File: src/rtl/ifetch_unit.sv
// Instruction fetch stage: owns the fetch PC, addresses the one-cycle-latency ROM and pairs
// its data with the matching PC for decode. Supports stall, redirect, halt/resume and a counter.
module ifetch_unit #(
    parameter logic [31:0] RESET_PC  = 32'h0000_0000,
    parameter logic [31:0] HALT_INST = 32'h0000_006F
) (
    input  logic        clk,
    input  logic        rst,
    input  logic        stall,
    input  logic        redirect,
    input  logic [31:0] redirect_pc,
    input  logic        resume,
    output logic [13:0] imem_addr,
    input  logic [31:0] imem_dout,
    output logic [31:0] inst,
    output logic [31:0] inst_pc,
    output logic        inst_valid,
    output logic        halted,
    output logic [31:0] fetch_cnt,
    output logic        misalign_err
);

    localparam logic [31:0] NOP = 32'h0000_0013;

    typedef enum logic [1:0] {StBoot, StRun, StHalt} state_e;

    state_e      state_q, state_d;
    logic [31:0] pc_f_q, pc_f_d;
    logic [31:0] pc_d_q, pc_d_d;
    logic [31:0] cnt_q, cnt_d;
    logic        mis_q, mis_d;
    logic [31:0] target;
    logic        misaligned;

    assign target     = {redirect_pc[31:2], 2'b00};
    assign misaligned = (redirect_pc[1:0] != 2'b00);

    always_ff @(posedge clk) begin
        if (rst) begin
            state_q <= StBoot;
            pc_f_q  <= RESET_PC;
            pc_d_q  <= RESET_PC;
            cnt_q   <= 32'd0;
            mis_q   <= 1'b0;
        end else begin
            state_q <= state_d;
            pc_f_q  <= pc_f_d;
            pc_d_q  <= pc_d_d;
            cnt_q   <= cnt_d;
            mis_q   <= mis_d;
        end
    end

    always_comb begin
        state_d = state_q;
        pc_f_d  = pc_f_q;
        pc_d_d  = pc_d_q;
        cnt_d   = cnt_q;
        mis_d   = mis_q;

        // Redirect-cycle instructions still count; squashing them is downstream's job.
        if (inst_valid && !stall) begin
            cnt_d = cnt_q + 32'd1;
        end

        case (state_q)
            StBoot: begin
                pc_d_d  = pc_f_q;
                pc_f_d  = pc_f_q + 32'd4;
                state_d = StRun;
            end
            StRun: begin
                if (redirect) begin
                    pc_d_d = target;
                    pc_f_d = target + 32'd4;
                    mis_d  = mis_q | misaligned;
                end else if (!stall) begin
                    // PCs freeze on halt so resume re-fetches from halt PC + 4.
                    if (inst == HALT_INST) begin
                        state_d = StHalt;
                    end else begin
                        pc_d_d = pc_f_q;
                        pc_f_d = pc_f_q + 32'd4;
                    end
                end
            end
            StHalt: begin
                if (redirect) begin
                    pc_d_d  = target;
                    pc_f_d  = target + 32'd4;
                    mis_d   = mis_q | misaligned;
                    state_d = StRun;
                end else if (resume) begin
                    pc_d_d  = pc_f_q;
                    pc_f_d  = pc_f_q + 32'd4;
                    state_d = StRun;
                end
            end
            default: state_d = StBoot;
        endcase
    end

    always_comb begin
        inst_valid   = (state_q == StRun);
        halted       = (state_q == StHalt);
        inst         = inst_valid ? imem_dout : NOP;
        inst_pc      = pc_d_q;
        fetch_cnt    = cnt_q;
        misalign_err = mis_q;

        // Stall re-reads the held word so no instruction hold register is needed.
        imem_addr = pc_f_q[15:2];
        if (state_q != StBoot) begin
            if (redirect) begin
                imem_addr = target[15:2];
            end else if (state_q == StRun && stall) begin
                imem_addr = pc_d_q[15:2];
            end
        end
    end

endmodule

File: config.mk
export PLATFORM = sky130hd
export DESIGN_NAME = ifetch_unit
export DESIGN_NICKNAME = d
export VERILOG_FILES = /design/src/rtl/ifetch_unit.sv
export SDC_FILE = /design/constraint.sdc
export NUM_CORES = 1
export LEC_CHECK = 0
export CORE_ASPECT_RATIO = 0.7
export CORE_MARGIN = 2
export CORE_UTILIZATION = 52
export DETAILED_ROUTE_END_ITERATION = 8
export PLACE_DENSITY = 0.95
export SYNTH_ARGS = -nofsm -noshare
export SYNTH_HDL_FRONTEND = slang
export SYNTH_SLANG_ARGS = --single-unit
File: constraint.sdc
create_clock -name clk -period 4.5 [get_ports clk]
set_clock_uncertainty 0.05 [all_clocks]
set_input_delay 0.45 -clock clk [delete_from_list [all_inputs] [get_ports clk]]
set_output_delay 0.45 -clock clk [all_outputs]
set_load 0.01 [all_outputs]
==> run_results.csv, run 1 <==
group,metric,value,unit
timing,finalMaxSlewViolations,0,
grt,grt_pass1_wl,30.19,mm
floorplan,die_area,12370,µm²
synth,seq_area_frac_synth,0.3217,
clock_tree,cts_sinks,96,
synth,yosys-mux-area-fraction,0.005027,
route,drc,0,
timing,relSlewSlack,0.3381,
clock_tree,cts.repair.resized,0,
timing,setup_viol,0,
synth,synth_edf_count,0,
floorplan,start_util,0.5386,
timing,layout_min_cycle_time,3.350,ns
power_and_ir_drop,p_clk_frac,0.207,
floorplan,core_area,11090,µm²
route,wl_per_cell,17.15,µm
synth,synth_top_family_by_area,"simple AND/OR/NAND/NOR gates",
timing,finalHoldViolCount,0,
timing,fin_crit_sh,0.7445,
clock_tree,numCtsBuffers,9,
clock_tree,insertion_delay,0.35,ns
timing,setup_tns,0,ns
job,drv_cap,0,
route,dr.first_iter.drc_count,873,
outcome,outcome,"completed",
synth,synth_nets,878,
critical_path,worstSetupStartpointType,"flop",
route,vias_per_cell,6.092,
floorplan,die_h,93.67,µm
worst_hold_path,min_from,"misalign_err",
grt,grt_usage,0.2977,
timing,worst_pin_slew,0.9893,ns
route,drtAntennaViolNets,0,
timing,rsz0062_at_grt,"false",
critical_path,r2r-end,"pc_f_q[10]",
power_and_ir_drop,p_total,3.837,mW
final_layout,nNetsFinal,1022,
floorplan,ios,182,
power_and_ir_drop,power_switching,1.511,mW
timing,clock.fmax,298.5,MHz
worst_hold_path,hold_depth,2,
critical_path,critPathKind,"flop to primary output",
floorplan,die_w,132.1,µm
clock_tree,path_clk_slew,0.07,ns
power_and_ir_drop,intPower,2.326,mW
synth,synthXorXnorAreaFrac,0.07185,
grt,grt_max_degree,86,
placed_design,place_congestion,0.9533,
route,dr.pass1.iters,6,
final_layout,area_delta_synth_final,35.21,%
synth,yosys_register_bits,96,
power_and_ir_drop,leakage,2.783,nW
power_and_ir_drop,ir_drop,0.3148,mV
power_and_ir_drop,p_per_area,475.1,nW/µm²
clock_tree,cts_root_buf,"clkbuf_16",
critical_path,r2r_start,"state_q[1]",
placed_design,place_hpwl,13.59,mm
route,finalWirelength,18.91,mm
final_layout,drive_above_1_share,0.04421,
power_and_ir_drop,swShare,0.3938,
final_layout,antenna_cells,0,
power_and_ir_drop,combPwrFrac,0.467,
critical_path,worstPathRequired,4.00,ns
clock_tree,htree_levels,3,
critical_path,crit_arrival,2.85,ns
route,num_vias,6719,
grt,first_global_vias,6007,
synth,synth_compound_area_frac,0.1927,
critical_path,crit_fanout,39,
synth,ys_warn_count,0,
synth,synthSimpleGateAreaFrac,0.3335,
grt,antenna_found_initial,0,
synth,yosys.area_share.adder,0.01676,
synth,syn_avg_cell_area,7.457,µm²
clock_tree,max-clock-path-buffers,2,
clock_tree,postCtsHoldBufs,0,
synth,synth_cell_types,64,
worst_hold_path,hp-class,"flop to flop",
synth,syn_area,5973,µm²
critical_path,rrSetupSlack,1.31,ns
synth,synth_cells,801,
clock_tree,postCtsSetupBuffers,0,
floorplan,rows,32,
synth,synth_top_flop_cell,"dfxtp_1",
clock_tree,cts_tree,"yes",
power_and_ir_drop,power_frac_seq,0.326,
critical_path,end_kind,"primary output",
critical_path,ff2ff_path_depth,9,
synth,async_reset_ff_frac,0,
worst_hold_path,holdPathEnd,"misalign_err",
placed_design,io_buffers,181,
grt,overflow,0,
-- final cells by class --
| cell class | count | area (µm²) |
|---|---|---|
| tap | 153 | 191.4 |
| clock inverter | 5 | 63.81 |
| timing repair buffer | 192 | 1889 |
| clock buffer | 11 | 242.7 |
| fill | 876 | 3014 |
| sequential | 96 | 1922 |
| inverter | 15 | 56.30 |
| multi-input combinational | 631 | 3711 |
-- routing by layer --
layer  global-route usage  wire length, µm  up-vias
met2               0.4813             8523      434
met1               0.4071             8040     3079
met4              0.08877              306        0
met3              0.05448             2042       33
li1                     -                -     3173
met5                    0                0        -
-- metrics by stage --
step | utilization | cell area (µm²) | hold WS (ns) | setup WS, ns | instances
global placement | 0.7006 | 7770 | 0.3887 | 1.243 | 1087
global route | 0.7282 | 8077 | 0.4433 | 0.9813 | 1103
finish | 0.7282 | 8077 | 0.4055 | 1.150 | 1103
CTS | 0.7282 | 8077 | 0.4088 | 1.188 | 1103
floorplan | - | 5973 | 0.4196 | 2.070 | 801
detailed placement | 0.7006 | 7770 | 0.3941 | 1.131 | 1087
-- cell usage in the layout (no fill, tap or decap), types with 14 or more instances in the layout --
cell             netlist  final
a22oi_1               14     14
nor2_1                95     95
xnor2_1               24     24
nand3_1               34     34
nor4_1                17     17
nand2_1              117    116
clkdlybuf4s50_1        0    180
dfxtp_1               96     96
o21ai_0               44     44
a21oi_1               33     33
a311oi_1              30     30
nand4_1               21     21
nor3_1                19     19
and2_1                36     35
inv_1                 15     15
xor2_1                25     25
-- sequential cells by signal, summed over array words and instances (netlist names) --
name,flops
fetch_cnt,32
inst_pc,31
misalign_err,1
pc_f_q,30
state_q,2
-- critical path, stage by stage (launching register included) --
cell             delay, ns
dfxtp_1               0.35
inv_1                 0.11
ha_1                  0.15
buf_4                 0.30
and3b_1               0.64
a22oi_1               0.13
o21ai_0               0.24
clkdlybuf4s50_1       0.58
-- logic make-up after synthesis --
group | count (synthesis)
buf+inv | 74
compound gates | 171
xor+xnor | 49
flops | 96
mux | 3
simple gates | 400
fa+ha+maj | 8
-- power groups by stage --
stage | Clock (mW) | Sequential [mW] | Combinational (mW)
2_1_floorplan | 0 | 1.24 | 0.991
3_3_place_gp | 0 | 1.26 | 1.72
3_5_place_dp | 0 | 1.26 | 1.76
4_1_cts | 0.803 | 1.24 | 1.77
5_1_grt | 0.834 | 1.27 | 1.94
6_report | 0.796 | 1.25 | 1.79
-- worst max-delay path by stage --
stage | from | endpoint | cells past startpoint
after floorplan | state_q[1] | imem_addr[10] | 8
after global placement | redirect | pc_f_q[10] | 7
after detailed placement | redirect | pc_f_q[10] | 7
after CTS | state_q[1] | imem_addr[13] | 7
after global routing | state_q[1] | imem_addr[4] | 7
final | state_q[1] | imem_addr[7] | 7
-- Yosys cell counts, types with 3 or more instances --
cell type    n  area (µm²)
nand2_1    117       439.2
dfxtp_1     96        1922
nor2_1      95       356.6
o21ai_0     44       220.2
clkbuf_1    40       150.1
and2_1      36       225.2
nand3_1     34       170.2
a21oi_1     33       165.2
a311oi_1    30       262.8
xor2_1      25       219.0
xnor2_1     24       210.2
nand4_1     21       131.4
nor3_1      19       95.09
nor4_1      17       106.4
inv_1       15       56.30
a22oi_1     14       105.1
and3_1      13       81.33
and4_1      12       105.1
buf_2       10       50.05
ha_1         8       100.1
or3_1        7       43.79
or4_1        6       45.04
a211oi_1     5       37.54
a31oi_1      5       31.28
clkbuf_8     5       68.82
nand2b_1     5       31.28
o22ai_1      5       31.28
o31ai_1      5       37.54
a32o_1       4       40.04
a221oi_1     3       26.28
mux2i_1      3       30.03
nor3b_1      3       22.52
nor4_2       3       37.54
o21a_1       3       22.52
Note: power is estimated with default switching activity, not from simulation.
==> run 2: changes to the inputs <==
CORE_UTILIZATION = 43   (was 52)
PLACE_DENSITY = 0.88   (was 0.95)
clock period = 3 ns   (was 4.5 ns; I/O delays follow)
==> run 2 against run 1 <==
- total power rose by 54%
- non-clock buffer count is 23 higher
- hold slack better by 0.00078 ns
- register-to-register slack got worse by 1.1 ns
- sequential power increased by 50%
- sequential share of layout area fell by 0.78 points
- via count up 1.8%
- setup slack lost 1.1 ns
- global-route usage fell by 3.1 points
- first-iteration DRC count grew 1.3%
- core utilization fell by 10 points
- count of clock-buffer cells in the layout fell by 2
- critical endpoint is now imem_addr[1]
- largest cell class unchanged
- highest routed layer unchanged
==> run_results.csv, run 2 (synthesized netlist as in run 1, its figures left out) <==
group,metric,value,unit
outcome,outcome,"completed",
clock_tree,cts.repair.resized,0,
timing,setup_viol,0,
clock_tree,cts_root_buf,"clkbuf_16",
critical_path,worstPathRequired,2.65,ns
clock_tree,htree_levels,3,
timing,worst_slack,0.09748,ns
placed_design,placed_area,8020,µm²
critical_path,cp_num_buf_inv,3,
final_layout,fillCellCount,1127,
placed_design,io_buffers,181,
clock_tree,cts_tree,"yes",
critical_path,r2r-end,"pc_f_q[10]",
critical_path,crit_fanout,38,
critical_path,crit_arrival,2.55,ns
grt,antenna_found_initial,0,
clock_tree,max-clock-path-buffers,2,
grt,busiest_layer,"met2",
grt,grt_use_met2,0.4263,
critical_path,worstSetupStartpointType,"flop",
final_layout,seqCellArea,1922,µm²
route,num_vias,6842,
critical_path,r2r_start,"state_q[1]",
clock_tree,insertion_delay,0.34,ns
timing,rsz0062_at_grt,"false",
timing,finalHoldViolCount,0,
final_layout,antenna_cells,0,
floorplan,rows,35,
floorplan,core_area,13360,µm²
timing,setup_tns,0,ns
final_layout,drive_above_1_share,0.06982,
timing,worst_pin_slew,0.9261,ns
critical_path,worstSetupEndpoint,"imem_addr[1]",
power_and_ir_drop,ir_drop,0.3476,mV
power_and_ir_drop,p_total,5.911,mW
route,drc,0,
final_layout,final_cell_mix,"179 x clkdlybuf4s50_1, 116 x nand2_1, 96 x dfxtp_1, 95 x nor2_1, 44 x o21ai_0",
floorplan,start_util,0.4472,
grt,grt_max_degree,86,
floorplan,die_area,14870,µm²
timing,clock.fmax,344.5,MHz
route,dr.pass1.iters,7,
placed_design,place_congestion,0.9173,
placed_design,dpl_worst_slack,0.01627,ns
grt,grtUsageMet3,0.05759,
placed_design,place_hpwl,14.54,mm
timing,fin_crit_sh,0.9675,
clock_tree,cts_sinks,96,
grt,overflow,0,
power_and_ir_drop,p_per_area,707.9,nW/µm²
critical_path,path_depth,8,
clock_tree,postCtsSetupBuffers,0,
placed_design,place_inst,1142,
worst_hold_path,hp-class,"flop to flop",
critical_path,path_cells,"inv_1 > ha_1 > buf_4 > a21oi_4 > or2_4 > nand2_1 > o21ai_0 > clkdlybuf4s50_1",
timing,relSlewSlack,0.3826,
critical_path,cp-startpoint,"state_q[1]",
grt,grt_pass1_wl,31.67,mm
timing,finalMaxSlewViolations,0,
clock_tree,numCtsBuffers,9,
critical_path,rrSetupSlack,0.25,ns
floorplan,die_w,144.9,µm
clock_tree,postCtsHoldBufs,0,
job,drv_cap,0,
timing,layout_min_cycle_time,2.903,ns
final_layout,area_delta_synth_final,39.80,%
grt,grtUsageMet1,0.3689,
route,vias_per_cell,5.903,
critical_path,slowest_delay,0.60,ns
final_layout,multiInputGateArea,3731,µm²
final_layout,final_cell_area,8351,µm²
grt,first_global_vias,6119,
route,drtAntennaViolNets,0,
floorplan,die_h,102.6,µm
route,finalWirelength,20.38,mm
final_layout,stdcell_count,1159,
final_layout,largest_reg_flops,32,
critical_path,end_kind,"primary output",
route,wl_per_cell,17.58,µm
power_and_ir_drop,leakage,2.927,nW
critical_path,cp_top_family,"buffers and inverters",
critical_path,critPathKind,"flop to primary output",
final_layout,nNetsFinal,1046,
grt,grt_usage,0.2666,
final_layout,final_common_cell,"clkdlybuf4s50_1",
clock_tree,path_clk_slew,0.07,ns
critical_path,slowest_stage,"clkdlybuf4s50_1",
floorplan,ios,182,
critical_path,ff2ff_path_depth,9,
route,dr.first_iter.drc_count,884,
run 2: through the flow:
step                hold WS [ns]    util
floorplan                 0.4090       -
global route              0.4378  0.6252
finish                    0.4063  0.6252
CTS                       0.4094  0.6232
global placement          0.3888  0.6005
detailed placement        0.3939  0.6005
run 2: how the worst min path moves through the flow:
| stage | from | to | slack [ns] | depth (start not counted) |
|---|---|---|---|---|
| 4_1_cts | misalign_err | misalign_err | 0.41 | 2 |
| 5_1_grt | misalign_err | misalign_err | 0.44 | 2 |
| 3_5_place_dp | misalign_err | misalign_err | 0.39 | 2 |
| 6_report | misalign_err | misalign_err | 0.41 | 2 |
| 2_1_floorplan | redirect_pc[16] | inst_pc[16] | 0.41 | 2 |
| 3_3_place_gp | misalign_err | misalign_err | 0.39 | 2 |
run 2: worst register-to-register path, stage by stage, from the launching register on:
cell and delay, ns:
dfxtp_1 0.35, inv_1 0.10, ha_1 0.18, buf_4 0.32, nand2b_1 0.16, nand2b_1 0.23, o31a_2 0.50, nand2_1 0.32
inv_1 0.17, a32o_1 0.25
run 2: where the power goes:
part           internal, mW  switching [mW]  total [mW]
Clock                 0.599           0.579        1.18
Combinational          1.34            1.52        2.85
Sequential             1.56           0.316        1.88
Total                  3.50            2.41        5.91
run 2: routing by layer:
layer / share of wire / vias up
met4: 0.022 / 0
met2: 0.44 / 405
met1: 0.42 / 3165
met5: 0 / -
met3: 0.12 / 51
li1: - / 3221
run 2: area by class of cell:
class,instances,area share
inverter,15,0.006743
clock inverter,7,0.009440
multi-input combinational,632,0.4468
sequential,96,0.2301
clock buffer,9,0.02697
timing repair buffer,215,0.2522
tap,185,0.02772
